$ cat src/rtl/register_file_pkg.sv
// Shared definitions for the CPU register file.
// Provides the data width, register count, PC index, the bit offsets of the
// address fields packed into RSLCT, and the IR_CU select encodings.
package register_file_pkg;

  localparam int WIDTH   = 32;
  localparam int NREGS   = 16;
  localparam int PC_IDX  = 15;
  localparam int AW      = 4;
  localparam int RSLCT_W = 20;

  // Bit offsets of each 4-bit address field inside RSLCT
  localparam int RN_LSB  = 0;
  localparam int RM_LSB  = 4;
  localparam int RS_LSB  = 8;
  localparam int DIR_LSB = 12;
  localparam int DCU_LSB = 16;

  // IR_CU = 0 selects the IR destination and ALU data,
  // IR_CU = 1 selects the control-unit destination and memory data
  localparam logic IR_CU_IR = 1'b0;
  localparam logic IR_CU_CU = 1'b1;

  typedef logic [AW-1:0]    reg_addr_t;
  typedef logic [WIDTH-1:0] word_t;

endpackage

$ cat src/rtl/rf_reg32.sv
// One 32-bit storage register with synchronous active-high reset and load.
// Ports:
//   clk_i  - clock, rising edge
//   rst_i  - synchronous reset, clears the register
//   ld_i   - load enable, captures d_i when set
//   d_i    - data to load
//   q_o    - current register contents
module rf_reg32
  import register_file_pkg::*;
(
  input  logic             clk_i,
  input  logic             rst_i,
  input  logic             ld_i,
  input  logic [WIDTH-1:0] d_i,
  output logic [WIDTH-1:0] q_o
);

  logic [WIDTH-1:0] q_q;

  // Storage: reset has priority over load
  always_ff @(posedge clk_i) begin
    if (rst_i) begin
      q_q <= '0;
    end else if (ld_i) begin
      q_q <= d_i;
    end else begin
      q_q <= q_q;
    end
  end

  assign q_o = q_q;

endmodule

$ cat src/rtl/register_file.sv
// Sixteen-entry, 32-bit register file with R15 acting as the program counter.
// Ports:
//   Clk    - clock, all updates on the rising edge
//   RESET  - synchronous active-high reset, clears all registers
//   Rd     - ALU result write data (IR_CU = 0)
//   Mem    - memory read write data (IR_CU = 1)
//   Pcin   - next PC value, loaded into R15 by LOADPC
//   RSLCT  - packed selects: Rn, Rm, Rs, IR destination, CU destination
//   LOADPC - load Pcin into R15
//   LOAD   - write enable for the selected destination
//   IR_CU  - destination/data source select
//   Rn, Rm, Rs - combinational read ports
//   PCout  - contents of R15
module register_file #(
  parameter int WIDTH  = register_file_pkg::WIDTH,
  parameter int NREGS  = register_file_pkg::NREGS,
  parameter int PC_IDX = register_file_pkg::PC_IDX
) (
  input  logic             Clk,
  input  logic             RESET,
  input  logic [WIDTH-1:0] Rd,
  input  logic [WIDTH-1:0] Mem,
  input  logic [WIDTH-1:0] Pcin,
  input  logic [19:0]      RSLCT,
  input  logic             LOADPC,
  input  logic             LOAD,
  input  logic             IR_CU,
  output logic [WIDTH-1:0] Rn,
  output logic [WIDTH-1:0] Rm,
  output logic [WIDTH-1:0] Rs,
  output logic [WIDTH-1:0] PCout
);

  import register_file_pkg::*;

  logic [3:0]       dest_s;
  logic [WIDTH-1:0] wdata_s;
  logic [NREGS-1:0] ld_s;
  logic             pc_ld_s;
  logic [WIDTH-1:0] pc_d;
  logic [WIDTH-1:0] regs_q [NREGS];

  // Destination field and write data are both steered by IR_CU
  always_comb begin
    dest_s  = RSLCT[DIR_LSB +: 4];
    wdata_s = Rd;
    if (IR_CU == IR_CU_CU) begin
      dest_s  = RSLCT[DCU_LSB +: 4];
      wdata_s = Mem;
    end else begin
      dest_s  = RSLCT[DIR_LSB +: 4];
      wdata_s = Rd;
    end
  end

  // 4-to-16 destination decoder gated by LOAD
  always_comb begin
    ld_s = '0;
    if (LOAD) begin
      ld_s[dest_s] = 1'b1;
    end else begin
      ld_s = '0;
    end
  end

  // R15 load: LOADPC overrides a LOAD aimed at R15
  always_comb begin
    pc_ld_s = ld_s[PC_IDX];
    pc_d    = wdata_s;
    if (LOADPC) begin
      pc_ld_s = 1'b1;
      pc_d    = Pcin;
    end else begin
      pc_ld_s = ld_s[PC_IDX];
      pc_d    = wdata_s;
    end
  end

  rf_reg32 u_r0  (.clk_i(Clk), .rst_i(RESET), .ld_i(ld_s[0]),  .d_i(wdata_s), .q_o(regs_q[0]));
  rf_reg32 u_r1  (.clk_i(Clk), .rst_i(RESET), .ld_i(ld_s[1]),  .d_i(wdata_s), .q_o(regs_q[1]));
  rf_reg32 u_r2  (.clk_i(Clk), .rst_i(RESET), .ld_i(ld_s[2]),  .d_i(wdata_s), .q_o(regs_q[2]));
  rf_reg32 u_r3  (.clk_i(Clk), .rst_i(RESET), .ld_i(ld_s[3]),  .d_i(wdata_s), .q_o(regs_q[3]));
  rf_reg32 u_r4  (.clk_i(Clk), .rst_i(RESET), .ld_i(ld_s[4]),  .d_i(wdata_s), .q_o(regs_q[4]));
  rf_reg32 u_r5  (.clk_i(Clk), .rst_i(RESET), .ld_i(ld_s[5]),  .d_i(wdata_s), .q_o(regs_q[5]));
  rf_reg32 u_r6  (.clk_i(Clk), .rst_i(RESET), .ld_i(ld_s[6]),  .d_i(wdata_s), .q_o(regs_q[6]));
  rf_reg32 u_r7  (.clk_i(Clk), .rst_i(RESET), .ld_i(ld_s[7]),  .d_i(wdata_s), .q_o(regs_q[7]));
  rf_reg32 u_r8  (.clk_i(Clk), .rst_i(RESET), .ld_i(ld_s[8]),  .d_i(wdata_s), .q_o(regs_q[8]));
  rf_reg32 u_r9  (.clk_i(Clk), .rst_i(RESET), .ld_i(ld_s[9]),  .d_i(wdata_s), .q_o(regs_q[9]));
  rf_reg32 u_r10 (.clk_i(Clk), .rst_i(RESET), .ld_i(ld_s[10]), .d_i(wdata_s), .q_o(regs_q[10]));
  rf_reg32 u_r11 (.clk_i(Clk), .rst_i(RESET), .ld_i(ld_s[11]), .d_i(wdata_s), .q_o(regs_q[11]));
  rf_reg32 u_r12 (.clk_i(Clk), .rst_i(RESET), .ld_i(ld_s[12]), .d_i(wdata_s), .q_o(regs_q[12]));
  rf_reg32 u_r13 (.clk_i(Clk), .rst_i(RESET), .ld_i(ld_s[13]), .d_i(wdata_s), .q_o(regs_q[13]));
  rf_reg32 u_r14 (.clk_i(Clk), .rst_i(RESET), .ld_i(ld_s[14]), .d_i(wdata_s), .q_o(regs_q[14]));
  rf_reg32 u_r15 (.clk_i(Clk), .rst_i(RESET), .ld_i(pc_ld_s),  .d_i(pc_d),    .q_o(regs_q[15]));

  // Combinational read ports, no write bypass
  assign Rn    = regs_q[RSLCT[RN_LSB +: 4]];
  assign Rm    = regs_q[RSLCT[RM_LSB +: 4]];
  assign Rs    = regs_q[RSLCT[RS_LSB +: 4]];
  assign PCout = regs_q[PC_IDX];

endmodule

$ cat config.mk
export PLATFORM = sky130hd
export DESIGN_NAME = register_file
export DESIGN_NICKNAME = d
export VERILOG_FILES = /design/src/rtl/register_file_pkg.sv /design/src/rtl/rf_reg32.sv /design/src/rtl/register_file.sv
export SDC_FILE = /design/constraint.sdc
export NUM_CORES = 1
export LEC_CHECK = 0
export CORE_UTILIZATION = 31
export CTS_CLUSTER_DIAMETER = 50
export DETAILED_ROUTE_END_ITERATION = 10
export HOLD_SLACK_MARGIN = 0.1
export PLACE_DENSITY = 0.61
export SYNTH_ARGS = -nofsm -noshare
export SYNTH_HDL_FRONTEND = slang
export SYNTH_SLANG_ARGS = --single-unit
$ cat constraint.sdc
create_clock -name Clk -period 2.7 [get_ports Clk]
set_input_delay 0.54 -clock Clk [delete_from_list [all_inputs] [get_ports Clk]]
set_output_delay 0.54 -clock Clk [all_outputs]
set_load 0.01 [all_outputs]
==> results of run 1 <==
## cells in the mapped netlist (7+ instances only)
master     number  area share
dfxtp_1       512        0.34
mux4_2        384        0.29
a2111oi_4      15       0.014
buf_1          59      0.0074
a211oi_1      380       0.095
clkbuf_1      198       0.025
a211oi_2      101       0.042
or2_2          32      0.0067
nand2_1       128       0.016
a21oi_1        32      0.0053
nor2b_1         7      0.0015
buf_4          53       0.013
buf_6          11      0.0041
buf_2          46      0.0077
a22oi_1       192       0.048
mux2i_1        32       0.011
a32o_1         32       0.011
nor2_1        452       0.057
## power breakdown
| part | leakage [uW] | switching, uW | internal [uW] |
|---|---|---|---|
| registers | 0.00416 | 240 | 7780 |
| logic | 0.00850 | 1830 | 1720 |
| clock network | 0.00116 | 3790 | 5740 |
## worst max-delay path by stage
stage	slack [ns]	end	cells past startpoint	start
6_report	-0.02	Rs[8]	9	RSLCT[8]
5_1_grt	-0.04	Rs[8]	9	RSLCT[8]
4_1_cts	-0.14	Rs[30]	8	RSLCT[8]
3_5_place_dp	-0.45	Rs[30]	7	RSLCT[11]
3_3_place_gp	-0.44	Rs[29]	7	RSLCT[11]
2_1_floorplan	0.002	Rm[28]	5	RSLCT[4]
## area by class of cell
cell class              instances  area share
multi-input cells            1803      0.4590
repair buffers                649      0.1911
inverters                       1  0.00009213
clock buffers                  98     0.05116
well taps                    1265     0.03885
diodes                          1  0.00006142
clock inverters                30    0.007340
flip-flops and latches        512      0.2524
## routing by layer
metal  global-route usage  routed length, microns
met5                    0                       0
met4              0.08891                    4371
met3              0.03877                   10010
met2               0.3623                   53190
met1               0.3145                   47170
## kinds of logic after synthesis
| logic type | count (synthesis) | share of synthesized area |
|---|---|---|
| muxes | 420 | 0.3013 |
| buffers and inverters | 368 | 0.05743 |
| AOI/OAI and AO/OA | 752 | 0.2153 |
| and+or+nand+nor | 631 | 0.08378 |
| DFF | 512 | 0.3421 |
## metrics by stage
step                setup TNS (ns)  power [uW]
global route              -0.08278       21700
global placement            -53.72       11360
CTS                        -0.4864       21130
floorplan                        0        9865
detailed placement          -56.34       11390
finish                    -0.02296       21080
## repair_timing
item | in CTS | in global routing
pin swaps | 45 | 36
buffers inserted | 54 | 12
gates cloned | 16 | 0
endpoints found under the setup margin | 96 | 71
resized for setup | 376 | 91
==> metrics.md, run 1 <==
| Metric | Value |
|---|---|
| Slowest CP cell | mux4_2 |
| Routed WL per cell | 26.32 microns |
| WP data arrival | 2.18 ns |
| Die area | 97890 sq um |
| Avg Synthesized Cell Area | 11.17 sq um |
| Share of layout cells above drive strength 1 | 0.4161 |
| Core area | 95290 sq um |
| Type of origin of the critical path | input pin |
| RSZ-0062 raised after global routing | yes |
| WL final | 114700 microns |
| Relative slew slack | 0.5213 |
| Final setup viols | 2 |
| DP Wirelength | 75810 microns |
| Failing checks | setup timing |
| Hold Path Class | input pin to register |
| P_leak | 0.01382 uW |
| Number of fill cells | 8784 |
| DR vias/cell | 5.985 |
| Routed vias | 26090 |
| CP Class | input pin to output port |
| Vias in the first global route | 25240 |
| Post-synth EDFFs | 0 |
| Max Cap Violations | 0 |
| Hold_sp | RESET |
| DIE HEIGHT | 312.9 microns |
| Syn_nets | 2804 |
| Final period util | 1.006 |
| GPL Wtd Cong | 0.8504 |
| WP buf/inv | 6 |
| Most used DFF post-synth | dfxtp_1 |
| IO buf count | 248 |
| Cell family with most CP delay | buffers and inverters |
| Hold_ws | 0.3772 ns |
| Status | complete, but fails checks |
| Hold Path End | u_r8.q_o[22]$_SDFFE_PP0P_ |
| RR Endpoint | u_r15.q_o[22]$_SDFFE_PP0P_ |
| Gr usage total | 0.2298 |
| R2R setup slack | 1.56 ns |
| DP Area | 36540 sq um |
| Post-CTS Hold Buffers | 0 |
| CTS sink cnt | 512 |
| Largest net degree at the start of global routing | 82 |
| Area of the mapped netlist | 29960 sq um |
| Cell chain of the critical path | clkbuf_16 -> buf_16 -> buf_12 -> buf_12 -> buf_12 -> mux4_2 -> a22oi_2 -> nand2_2 -> buf_6 |
| Syn Inst Count | 2683 |
| Asr flop ratio synth | 0 |
| H-tree Lvls | 3 |
| Final Hold Viols | 0 |
| Final core utilization | 0.4275 |
| Io pins | 249 |
| Cell Pwr Density | 517.5 nW/um^2 |
| Initial antenna violation count | 2 |
| Starting DRT DRC Count | 2979 |
| Critical path's largest stage delay | 0.53 ns |
| Final worst slack | -0.01683 ns |
| Post-synth cell types | 30 |
| Yosys warns | 0 |
| Worst slack, placed | -0.4483 ns |
| Peak Freq | 368.1 MHz |
| R2R depth | 3 |
| Cells after DPL | 4149 |
| Register area share after synthesis | 0.3421 |
| Critical Path Most Common Cell | buf_12 |
| Fin nets | 3159 |
| First-pass iteration count of the detailed router | 6 |
| Most common cell after layout, fill and taps aside | dfxtp_1 |
| CTS tree | done |
| Die W | 312.9 microns |
| Initial Util | 0.3144 |
| First-pass GRT wire length | 169400 microns |
| Most frequent cells in the layout | dfxtp_1 (491), nor2_1 (448), mux4_2 (384), a211oi_1 (380), buf_4 (209) |
| CTS Buffer Depth | 3 |
| Worst Hold Depth | 2 |
| CTS Buf Count | 71 |
| Synthesis-to-layout area growth | 35.99% |
| Worst-Margin Slew | 0.7030 ns |
| Worst EP required | 2.16 ns |
| Critical R2R Launch | u_r15.q_o[22]$_SDFFE_PP0P_ |
| Setup crit end kind | output port |
| Worst-Skew Late Latency | 0.61 ns |
| Design Area, Final | 40740 sq um |
| Clk root buf | clkbuf_16 |
| Clock skew | 0 ns |
| Seq. cell area | 10280 sq um |
| Flops & latches, synth | 512 |
| Overflow after GRT | 0 |
| Slew Viols, Final | 0 |
| Clock-pin slew on the worst setup and hold paths | 0.06 ns |
| Rows | 113 |
| CP max FO | 5 |
| Post-route ant nets | 0 |
| Minimum clock period | 2.717 ns |
| VDD IR max | 376.9 uV |
| Final Non-Filler Cells | 4359 |
| Multi-input logic area | 18700 sq um |
| DRC | 0 |
Power figures use the tool's default switching activity.
==> inputs of run 2 (changes only) <==
- SETUP_SLACK_MARGIN: not set -> 0.02
==> metrics.md, run 2 (synthesis results as in run 1) <==
| Metric | Value |
|---|---|
| Status | complete, no violations |
| Final setup viols | 0 |
| VDD IR max | 406.0 uV |
| Io pins | 249 |
| First-pass GRT wire length | 170900 microns |
| Final Hold Viols | 0 |
| Most frequent cells in the layout | dfxtp_1 (495), nor2_1 (448), mux4_2 (384), a211oi_1 (380), buf_4 (240) |
| Routed WL per cell | 25.99 microns |
| Synthesis-to-layout area growth | 37.60% |
| Final worst slack | 0.01933 ns |
| Cell Pwr Density | 524.8 nW/um^2 |
| Rows | 113 |
| DP Area | 36870 sq um |
| Flop pwr share | 0.370 |
| Slew Viols, Final | 0 |
| CTS sink cnt | 512 |
| GPL Wtd Cong | 0.8558 |
| Initial Util | 0.3144 |
| Switching share of power | 0.2815 |
| Clock skew | 0 ns |
| Fin nets | 3201 |
| Max Cap Violations | 0 |
| Most common cell after layout, fill and taps aside | dfxtp_1 |
| CP max FO | 6 |
| Crit. Startpoint | RSLCT[8] |
| Vias in the first global route | 25930 |
| CTS tree | done |
| Worst slack, placed | -0.4884 ns |
| Design Area, Final | 41220 sq um |
| Hold Path Class | input pin to register |
| Gr usage total | 0.2301 |
| Overflow after GRT | 0 |
| WP data arrival | 2.14 ns |
| Starting DRT DRC Count | 2508 |
| Minimum clock period | 2.681 ns |
| Final core utilization | 0.4326 |
| Setup crit end kind | output port |
| N_diodes | 0 |
| Type of origin of the critical path | input pin |
| H-tree Lvls | 3 |
| Post-route ant nets | 0 |
| Share of layout cells above drive strength 1 | 0.4380 |
| Die W | 312.9 microns |
| Die area | 97890 sq um |
| First-pass iteration count of the detailed router | 5 |
| Hold_sp | RESET |
| RSZ-0062 raised after global routing | yes |
| Clock-pin slew on the worst setup and hold paths | 0.06 ns |
| WL final | 114300 microns |
| Critical R2R Launch | u_r15.q_o[14]$_SDFFE_PP0P_ |
| Relative slew slack | 0.6310 |
| Final period util | 0.9928 |
| IO buf count | 248 |
| Initial antenna violation count | 3 |
| Core area | 95290 sq um |
| Clock share of power | 0.463 |
| CTS Buffer Depth | 3 |
| P_leak | 0.01403 uW |
| Routed vias | 25990 |
| Worst-Skew Late Latency | 0.62 ns |
| Number of fill cells | 8759 |
| CTS Buf Count | 75 |
| Combinational share of power | 0.166 |
| DP Wirelength | 76570 microns |
| DRC | 0 |
| Worst EP required | 2.16 ns |
| DR vias/cell | 5.908 |
| CP Class | input pin to output port |
| Cell Int Power | 15540 uW |
| Worst-Margin Slew | 0.5428 ns |
| Largest net degree at the start of global routing | 82 |
| Clk root buf | clkbuf_16 |
| Peak Freq | 373.0 MHz |
| Sw Pwr | 6091 uW |
| DIE HEIGHT | 312.9 microns |
==> run 2: changes by cell type in the layout (fill, tap and decap cells not counted), sizes merged, moves of 2 or more <==
cell,previous run,this run
bufinv,3,7
buf,428,482
inv,7,16
clkinvlp,6,4
dlygate4sd2,41,15
clkinv,15,18
==> run 2: path summary, 6_finish.rpt <==
kind | to | slack, ns | depth (start not counted)
min reg2reg | u_r13.q_o[4]$_SDFFE_PP0P_ | 0.52 | 2
min | u_r10.q_o[18]$_SDFFE_PP0P_ | 0.40 | 2
max | Rs[28] | 0.02 | 7
max reg2reg | u_r15.q_o[14]$_SDFFE_PP0P_ | 1.52 | 3
==> run 2: cell type report <==
cell class	instances	area, sq um	area share
Timing Repair Buffer	687	8044	0.1951
Tap cell	1265	1583	0.03840
Multi-Input combinational cell	1803	18800	0.4561
Clock inverter	44	531.8	0.01290
Sequential cell	512	10280	0.2495
Inverter	1	3.754	0.00009106
Clock buffer	88	1977	0.04796
==> run 2: repair_timing <==
item                       CTS  global route
pin swaps                   74            39
setup buffers               47            23
gates cloned                18             1
resized for setup          461            89
hold buffers                 0             0
setup endpoints to repair   95            71
==> run 2: layer usage <==
metal,GRT usage,part of all wire,up-vias
li1,-,-,11380
met1,0.3074,0.42,13120
met2,0.3730,0.47,1263
met3,0.04407,0.075,220
met4,0.07683,0.033,4
met5,0,0.00017,-
==> run 2: power groups by stage <==
stage               Clock, uW  Combinational, uW  Sequential [uW]
finish                  10000               3590             8010
global route            10500               3770             8040
CTS                     10100               3510             8010
detailed placement          0               3250             8170
global placement            0               3220             8150
floorplan                   0               1790             8070
==> run 2: metrics by stage <==
stage | power [uW] | setup TNS (ns) | hold WS [ns] | instances
floorplan | 9865 | 0 | 0.4938 | 2683
global placement | 11380 | -48.06 | 0.5065 | 4185
detailed placement | 11420 | -54.61 | 0.5141 | 4185
CTS | 21650 | -0.04584 | 0.3789 | 4381
global route | 22270 | -0.03390 | 0.4155 | 4400
finish | 21630 | 0 | 0.4029 | 4400
==> run 2: critical path, stage by stage <==
cell,delay (ns)
clkbuf_16,0.16
buf_12,0.12
buf_16,0.12
mux4_2,0.51
a22oi_2,0.25
nand2_1,0.12
dlygate4sd2_1,0.30
==> inputs of run 3 (changes only) <==
- SLEW_MARGIN: not set -> 20
==> results of run 3 <==
Final layout, timing and power as in run 2 (identical DEF).
